===== config.mk =====
export PLATFORM = sky130hd
export DESIGN_NAME = bulls_cows_match
export DESIGN_NICKNAME = d
export VERILOG_FILES = /design/src/rtl/bulls_cows_match.sv
export SDC_FILE = /design/constraint.sdc
export NUM_CORES = 1
export LEC_CHECK = 0
export BUFFER_PORTS_ARGS = -buffer_cell sky130_fd_sc_hd__buf_4
export CORE_MARGIN = 4
export CORE_UTILIZATION = 32
export CTS_BUF_LIST = sky130_fd_sc_hd__clkbuf_8
export CTS_CLUSTER_DIAMETER = 50
export CTS_CLUSTER_SIZE = 25
export DETAILED_ROUTE_END_ITERATION = 10
export PLACE_DENSITY = 0.46
export SLEW_MARGIN = 30
export SYNTH_ARGS = -nofsm -noshare
export SYNTH_HDL_FRONTEND = slang
export SYNTH_SLANG_ARGS = --single-unit

===== constraint.sdc =====
create_clock -name clock -period 22.4 [get_ports clock]
set_clock_uncertainty 0.05 [all_clocks]
set_input_delay 2.24 -clock clock [delete_from_list [all_inputs] [get_ports clock]]
set_output_delay 2.24 -clock clock [all_outputs]
set_load 0.1 [all_outputs]

===== src/rtl/bulls_cows_match.sv =====
// bulls_cows_match: two-player Bulls & Cows referee.
// Each player stores a secret code, then they alternate guesses against the
// opponent's secret. Every accepted guess is scored as bulls/cows. The game
// ends on a full hit (win) or when both guess budgets are spent (draw).
// Optional feature: define BCM_TURN_TIMEOUT_EN to forfeit a turn after
// TURN_TIMEOUT idle cycles in a guess phase. The default build has no timer.

module bulls_cows_match #(
    parameter int NUM_DIGITS   = 4,
    parameter int DIGIT_W      = 4,
    parameter int SYMBOLS      = 10,
    parameter int MAX_GUESSES  = 8,
    parameter int TURN_TIMEOUT = 1000,
    localparam int CODE_W      = NUM_DIGITS * DIGIT_W,
    localparam int CNT_W       = $clog2(NUM_DIGITS + 1),
    localparam int TRY_W       = $clog2(MAX_GUESSES + 1)
) (
    input  logic              clock,
    input  logic              reset_n,
    input  logic [CODE_W-1:0] code_in,
    input  logic              enter,
    input  logic              abort,
    output logic [2:0]        phase,
    output logic [CNT_W-1:0]  bulls,
    output logic [CNT_W-1:0]  cows,
    output logic              last_plyr,
    output logic [TRY_W-1:0]  tries1,
    output logic [TRY_W-1:0]  tries2,
    output logic              accept,
    output logic              reject,
    output logic              timeout,
    output logic              p1_win,
    output logic              p2_win,
    output logic              draw
);

    localparam logic [2:0] PH_SET1   = 3'd0;
    localparam logic [2:0] PH_SET2   = 3'd1;
    localparam logic [2:0] PH_GUESS1 = 3'd2;
    localparam logic [2:0] PH_GUESS2 = 3'd3;
    localparam logic [2:0] PH_SHOW   = 3'd4;
    localparam logic [2:0] PH_DONE   = 3'd5;

    localparam logic [DIGIT_W:0]  SYM_LIM  = (DIGIT_W + 1)'(SYMBOLS);
    localparam logic [CNT_W-1:0]  FULL_HIT = CNT_W'(NUM_DIGITS);
    localparam logic [CNT_W-1:0]  CNT_ONE  = CNT_W'(1);
    localparam logic [TRY_W-1:0]  TRY_MAX  = TRY_W'(MAX_GUESSES);
    localparam logic [TRY_W-1:0]  TRY_ONE  = TRY_W'(1);

    // Reject parameter sets the datapath cannot represent.
    if (NUM_DIGITS < 2 || MAX_GUESSES < 1 || SYMBOLS > (1 << DIGIT_W) || TURN_TIMEOUT < 2)
    begin : g_param_check
        $error("bulls_cows_match: illegal parameter set");
    end

    logic [CODE_W-1:0] secret1;
    logic [CODE_W-1:0] secret2;
    logic              enter_q;
    logic              armed;
    logic              ent;
    logic              code_ok;
    logic              in_guess;
    logic              cur_p2;
    logic              expire;
    logic [CODE_W-1:0] opp_secret;
    logic [CNT_W-1:0]  sc_bulls;
    logic [CNT_W-1:0]  sc_cows;

    // A legal code uses only symbols below SYMBOLS and never repeats a digit.
    function automatic logic code_valid(input logic [CODE_W-1:0] c);
        logic ok;
        ok = 1'b1;
        for (int i = 0; i < NUM_DIGITS; i++) begin
            if ({1'b0, c[i*DIGIT_W +: DIGIT_W]} >= SYM_LIM) ok = 1'b0;
            for (int j = i + 1; j < NUM_DIGITS; j++) begin
                if (c[i*DIGIT_W +: DIGIT_W] == c[j*DIGIT_W +: DIGIT_W]) ok = 1'b0;
            end
        end
        return ok;
    endfunction

    // The budget check in SHOW prevents overflow; saturation is a backstop.
    function automatic logic [TRY_W-1:0] sat_inc(input logic [TRY_W-1:0] t);
        return (t == TRY_MAX) ? t : t + TRY_ONE;
    endfunction

    // armed blocks the first cycle after reset so a held enter is not a command.
    assign ent      = enter & ~enter_q & armed;
    assign code_ok  = code_valid(code_in);
    assign in_guess = (phase == PH_GUESS1) || (phase == PH_GUESS2);
    assign cur_p2   = (phase == PH_GUESS2);
    assign opp_secret = cur_p2 ? secret1 : secret2;

    // Score the presented guess against the opponent's secret every cycle.
    always_comb begin
        // NOTE: every output of a combinational block gets a default first so no path holds a stale value (no latch).
        sc_bulls = '0;
        sc_cows  = '0;
        for (int i = 0; i < NUM_DIGITS; i++) begin
            for (int j = 0; j < NUM_DIGITS; j++) begin
                if (opp_secret[i*DIGIT_W +: DIGIT_W] == code_in[j*DIGIT_W +: DIGIT_W]) begin
                    if (i == j) sc_bulls = sc_bulls + CNT_ONE;
                    else        sc_cows  = sc_cows + CNT_ONE;
                end
            end
        end
    end

`ifdef BCM_TURN_TIMEOUT_EN
    localparam int             TMR_W    = $clog2(TURN_TIMEOUT);
    localparam logic [TMR_W-1:0] TMR_LAST = TMR_W'(TURN_TIMEOUT - 1);

    logic [TMR_W-1:0] turn_timer;

    // A command takes precedence over expiry in the same cycle.
    assign expire = in_guess && (turn_timer == TMR_LAST) && !ent;

    // Turn timer: runs only while a player is to guess, restarts on any command.
    always_ff @(posedge clock or negedge reset_n) begin
        if (!reset_n) begin
            turn_timer <= '0;
        end else if (!in_guess || abort || ent || expire) begin
            turn_timer <= '0;
        end else begin
            turn_timer <= turn_timer + TMR_W'(1);
        end
    end
`else
    assign expire = 1'b0;
`endif

    // Game controller: command edge detect, phase sequencing and scoring registers.
    always_ff @(posedge clock or negedge reset_n) begin
        if (!reset_n) begin
            enter_q   <= 1'b0;
            armed     <= 1'b0;
            phase     <= PH_SET1;
            secret1   <= '0;
            secret2   <= '0;
            bulls     <= '0;
            cows      <= '0;
            last_plyr <= 1'b0;
            tries1    <= '0;
            tries2    <= '0;
            accept    <= 1'b0;
            reject    <= 1'b0;
            timeout   <= 1'b0;
            p1_win    <= 1'b0;
            p2_win    <= 1'b0;
            draw      <= 1'b0;
        end else begin
            // NOTE: sequential state uses non-blocking assignments so every register samples pre-edge values.
            enter_q <= enter;
            armed   <= 1'b1;
            accept  <= 1'b0;
            reject  <= 1'b0;
            timeout <= 1'b0;

            if (abort || (ent && phase == PH_DONE)) begin
                phase     <= PH_SET1;
                secret1   <= '0;
                secret2   <= '0;
                bulls     <= '0;
                cows      <= '0;
                last_plyr <= 1'b0;
                tries1    <= '0;
                tries2    <= '0;
                p1_win    <= 1'b0;
                p2_win    <= 1'b0;
                draw      <= 1'b0;
            end else if (ent) begin
                case (phase)
                    PH_SET1: begin
                        if (code_ok) begin
                            secret1 <= code_in;
                            accept  <= 1'b1;
                            phase   <= PH_SET2;
                        end else begin
                            reject  <= 1'b1;
                        end
                    end
                    PH_SET2: begin
                        if (code_ok) begin
                            secret2 <= code_in;
                            accept  <= 1'b1;
                            phase   <= PH_GUESS1;
                        end else begin
                            reject  <= 1'b1;
                        end
                    end
                    PH_GUESS1, PH_GUESS2: begin
                        if (code_ok) begin
                            bulls     <= sc_bulls;
                            cows      <= sc_cows;
                            last_plyr <= cur_p2;
                            accept    <= 1'b1;
                            if (cur_p2) tries2 <= sat_inc(tries2);
                            else        tries1 <= sat_inc(tries1);
                            if (sc_bulls == FULL_HIT) begin
                                if (cur_p2) p2_win <= 1'b1;
                                else        p1_win <= 1'b1;
                                phase <= PH_DONE;
                            end else begin
                                phase <= PH_SHOW;
                            end
                        end else begin
                            reject <= 1'b1;
                        end
                    end
                    PH_SHOW: begin
                        if (last_plyr && tries2 == TRY_MAX) begin
                            draw  <= 1'b1;
                            phase <= PH_DONE;
                        end else begin
                            phase <= last_plyr ? PH_GUESS1 : PH_GUESS2;
                        end
                    end
                    default: phase <= PH_SET1;
                endcase
            end else if (expire) begin
                bulls     <= '0;
                cows      <= '0;
                last_plyr <= cur_p2;
                timeout   <= 1'b1;
                if (cur_p2) tries2 <= sat_inc(tries2);
                else        tries1 <= sat_inc(tries1);
                phase     <= PH_SHOW;
            end
        end
    end

endmodule


==> summary.md <==
• 10.14 ns — data arrival time of the critical path
• 2 — number of buffers on the longest clock path
• 0.917 ns — Worst Tran Pin Value
• 5 — 1st-pass router iterations
• 42 — number of port buffers
• 101 MHz — fmax
• 15900 um2 — placeable core region
• 0 ns — Sum Neg Setup Slack
• done — TritonCTS clock tree
• sky130_fd_sc_hd__dfrtp_1 — dominant synthesized flop cell
• 581 um — met3 WL
• 0 — number of antenna diodes
• 68 — count of different cell masters after synthesis
• 12 — Worst Path Max Fanout
• 0.36 ns — clock network latency to the later pin of the worst-skew pair
• 46 — standard-cell row count
• 0 — post-CTS setup repair buffer count
• 0 — Resize count post-CTS
• 24000 um — first-pass GRT wire length
• in2reg — Setup CP Type
• primary input — critical path launch point type
• 233 uW — internal power summed over all cells
• 12.79 ns — setup slack of the worst register-to-register path
• 0.166 — Overall Global Routing Usage
• 0 — remaining global-route overflow
• 0.00258 uW — leakage power figure
• 0.0238 mV — worst vdd rail ir drop
• met4 — uppermost metal layer occupied by signal nets
• 0 — remaining antenna violation count
• sky130_fd_sc_hd__or4_1 — library cell contributing the largest single delay on the critical path
• 5.12 — via density per instance
• 0 — final max-slew violation count
• 9 — total CTS buffers
• 7120 um — total routed wire length on the met1 layer
• 0.444 — period utilization
• sky130_fd_sc_hd__clkbuf_8 — cell at the root of the clock tree
• 0 — count of synthesis-stage warnings from yosys
• 64.0 nW/um2 — power density over the cells
• 14600 um — DRT Wirelength
• 0.384 — switching power share of the total
• 0.273 — sequential fraction of the synthesis area
• 0 — drc violations
• 0 — Maximum Capacitance Violations
• 17.4 um — Routed wire per std cell
• 0.07 ns — Worst-path clk slew
• 22.59 ns — Required @ worst endpoint
• 0 — setup violators final
• 0.59 ns — max incr delay on CP
• reg2reg — class of the most critical hold timing path
• 0.371 — Core Util, Final
• 0 — Hold Buf Count CTS
• 0.434 — combinational fraction of design power
• 1.00 — async set or reset register ratio after synthesis
• 145 uW — switching power
• 0.383 — worst relative slew slack
• 0.149 — share of final-layout standard cells stronger than drive strength 1
• 136 um — horizontal die dimension
• 44 — Boundary Pins
• 0.307 — sequential share of power
• 0 — number of synthesized flops with an enable pin
• 0.328 — Initial Util
• 13.0% — layout-stage area growth over the synthesis result
• 5230 um2 — synthesized area
• 0.260 — clock network power share
• 3 — H-tree depth
• 4 — CP bufs+invs
• 0.840 — placer congestion estimate
• 6680 um — met2 routed wirelength
• flop — type of element capturing the critical path
• 657 — nets
• XOR/XNOR gates — family with the most delay on the worst path
• 18500 um2 — Die Outline Area
• 8.79 um2 — Avg Inst Size Synth
• 9.95 ns — minimum clock period after layout
• 10600 um — DP Wirelength
• 57 — post-synthesis sequential element count
• complete, no violations — outcome
• sky130_fd_sc_hd__xnor2_1, sky130_fd_sc_hd__dfrtp_1, sky130_fd_sc_hd__nor2_1 — commonest non-fill, non-tap cells in the layout
• 136 um — Die Span Y
• no — unrepaired setup endpoints after global routing
• 4427 — vias in the first global route
• sky130_fd_sc_hd__ha_1 — Most common cell on crit path
• 0 — initial antenna violation count
• 58 — pin count of the biggest net entering global routing
• 4299 — via total after detailed routing
• 267 — detailed router's first-iteration violation count
• 0 — final hold violation count
• 1673 — fill cell instance count of the final layout
• sky130_fd_sc_hd__xnor2_1 — leading cell type in the layout, fill and taps excluded
• 57 — Num Clock Sinks
• 634 — number of nets in the synthesized netlist
• 595 — Syn Inst Count
## per-layer routing
layer,global-route usage,up-vias
li1,-,2094
met1,0.229,2102
met2,0.270,86
met3,0.0266,17
met4,0.0498,0
met5,0,-
## final cells by class
class	count	area (um2)	area share
Clock buffer	10	138	0.0233
Clock inverter	6	58.8	0.00995
Inverter	39	146	0.0248
Multi-Input combinational cell	462	3500	0.593
Sequential cell	57	1430	0.241
Tap cell	216	270	0.0457
Timing Repair Buffer	49	368	0.0622
## synthesized netlist by cell type, types with 5 or more instances
library cell	number	area share
sky130_fd_sc_hd__a21oi_1	17	0.016
sky130_fd_sc_hd__nor4_1	10	0.012
sky130_fd_sc_hd__nor3_1	7	0.0067
sky130_fd_sc_hd__o22ai_1	5	0.0060
sky130_fd_sc_hd__dfrtp_1	57	0.27
sky130_fd_sc_hd__and2_1	7	0.0084
sky130_fd_sc_hd__nand2_1	48	0.034
sky130_fd_sc_hd__inv_1	39	0.028
sky130_fd_sc_hd__ha_1	19	0.045
sky130_fd_sc_hd__nor2_1	53	0.038
sky130_fd_sc_hd__o221ai_1	6	0.010
sky130_fd_sc_hd__buf_2	13	0.012
sky130_fd_sc_hd__and3_1	7	0.0084
sky130_fd_sc_hd__xnor2_1	79	0.13
sky130_fd_sc_hd__clkbuf_1	17	0.012
sky130_fd_sc_hd__xor2_1	33	0.055
sky130_fd_sc_hd__nand3_1	5	0.0048
sky130_fd_sc_hd__nand4_1	11	0.013
sky130_fd_sc_hd__mux2i_1	32	0.061
sky130_fd_sc_hd__o31ai_1	9	0.013
sky130_fd_sc_hd__o21ai_0	32	0.031
## cell families (layout without fill, tap and decap cells)
family	after synthesis	in the layout	share of synthesized area
other cells	2	2	0.00144
mux	42	42	0.0890
xor+xnor	121	121	0.225
buf+inv	76	104	0.0612
simple gates	178	178	0.178
fa+ha+maj	19	19	0.0454
flops	57	57	0.273
compound gates	100	100	0.127
## power groups by stage
stage                     registers, uW  logic (uW)  clock network (uW)
after global placement              117         161                   0
after global routing                117         182                 106
after CTS                           116         165                 102
after detailed placement            118         164                   0
final                               116         164                98.1
after floorplan                     122         125                   0
## per-stage QoR
step                instances  setup WS (ns)  total power, uW  hold slack [ns]  area [um2]
finish                    839          12.45              378            0.441        5910
global route              839          11.94              404            0.473        5910
CTS                       839          12.48              382            0.446        5910
detailed placement        823          12.10              281            0.432        5710
global placement          823          12.32              279            0.422        5710
floorplan                 595          12.61              246            0.398        5230
## sequential cells by signal (all words and copies together) (netlist names), 3 cells and up
register / count
secret2: 16
tries2: 4
secret1: 16
tries1: 4
cows: 3
phase: 3
bulls: 3
## path summary, 6_finish.rpt
kind | start | to | depth (start not counted)
worst min register to register | secret2[12] | secret2[12] | 2
min in group asynchronous | reset_n | secret2[7] | 1
worst max-delay path | code_in[10] | cows[2] | 34
worst min-delay path | secret2[12] | secret2[12] | 2
max in group asynchronous | reset_n | p1_win | 1
worst max register to register | phase[2] | cows[2] | 36
## worst register-to-register path, delay by kind of cell, from the launching register on
| kind | cells | cell delay, ns |
|---|---|---|
| adder cells (fa/ha/maj) | 6 | 1.77 |
| buffers and inverters | 4 | 0.72 |
| multiplexers | 5 | 1.65 |
| XOR/XNOR | 9 | 1.89 |
| AO/OA/AOI/OAI | 6 | 1.33 |
| AND/OR/NAND/NOR | 6 | 1.48 |
| flip-flops | 1 | 0.59 |
Note: power is estimated with default switching activity, not from simulation.
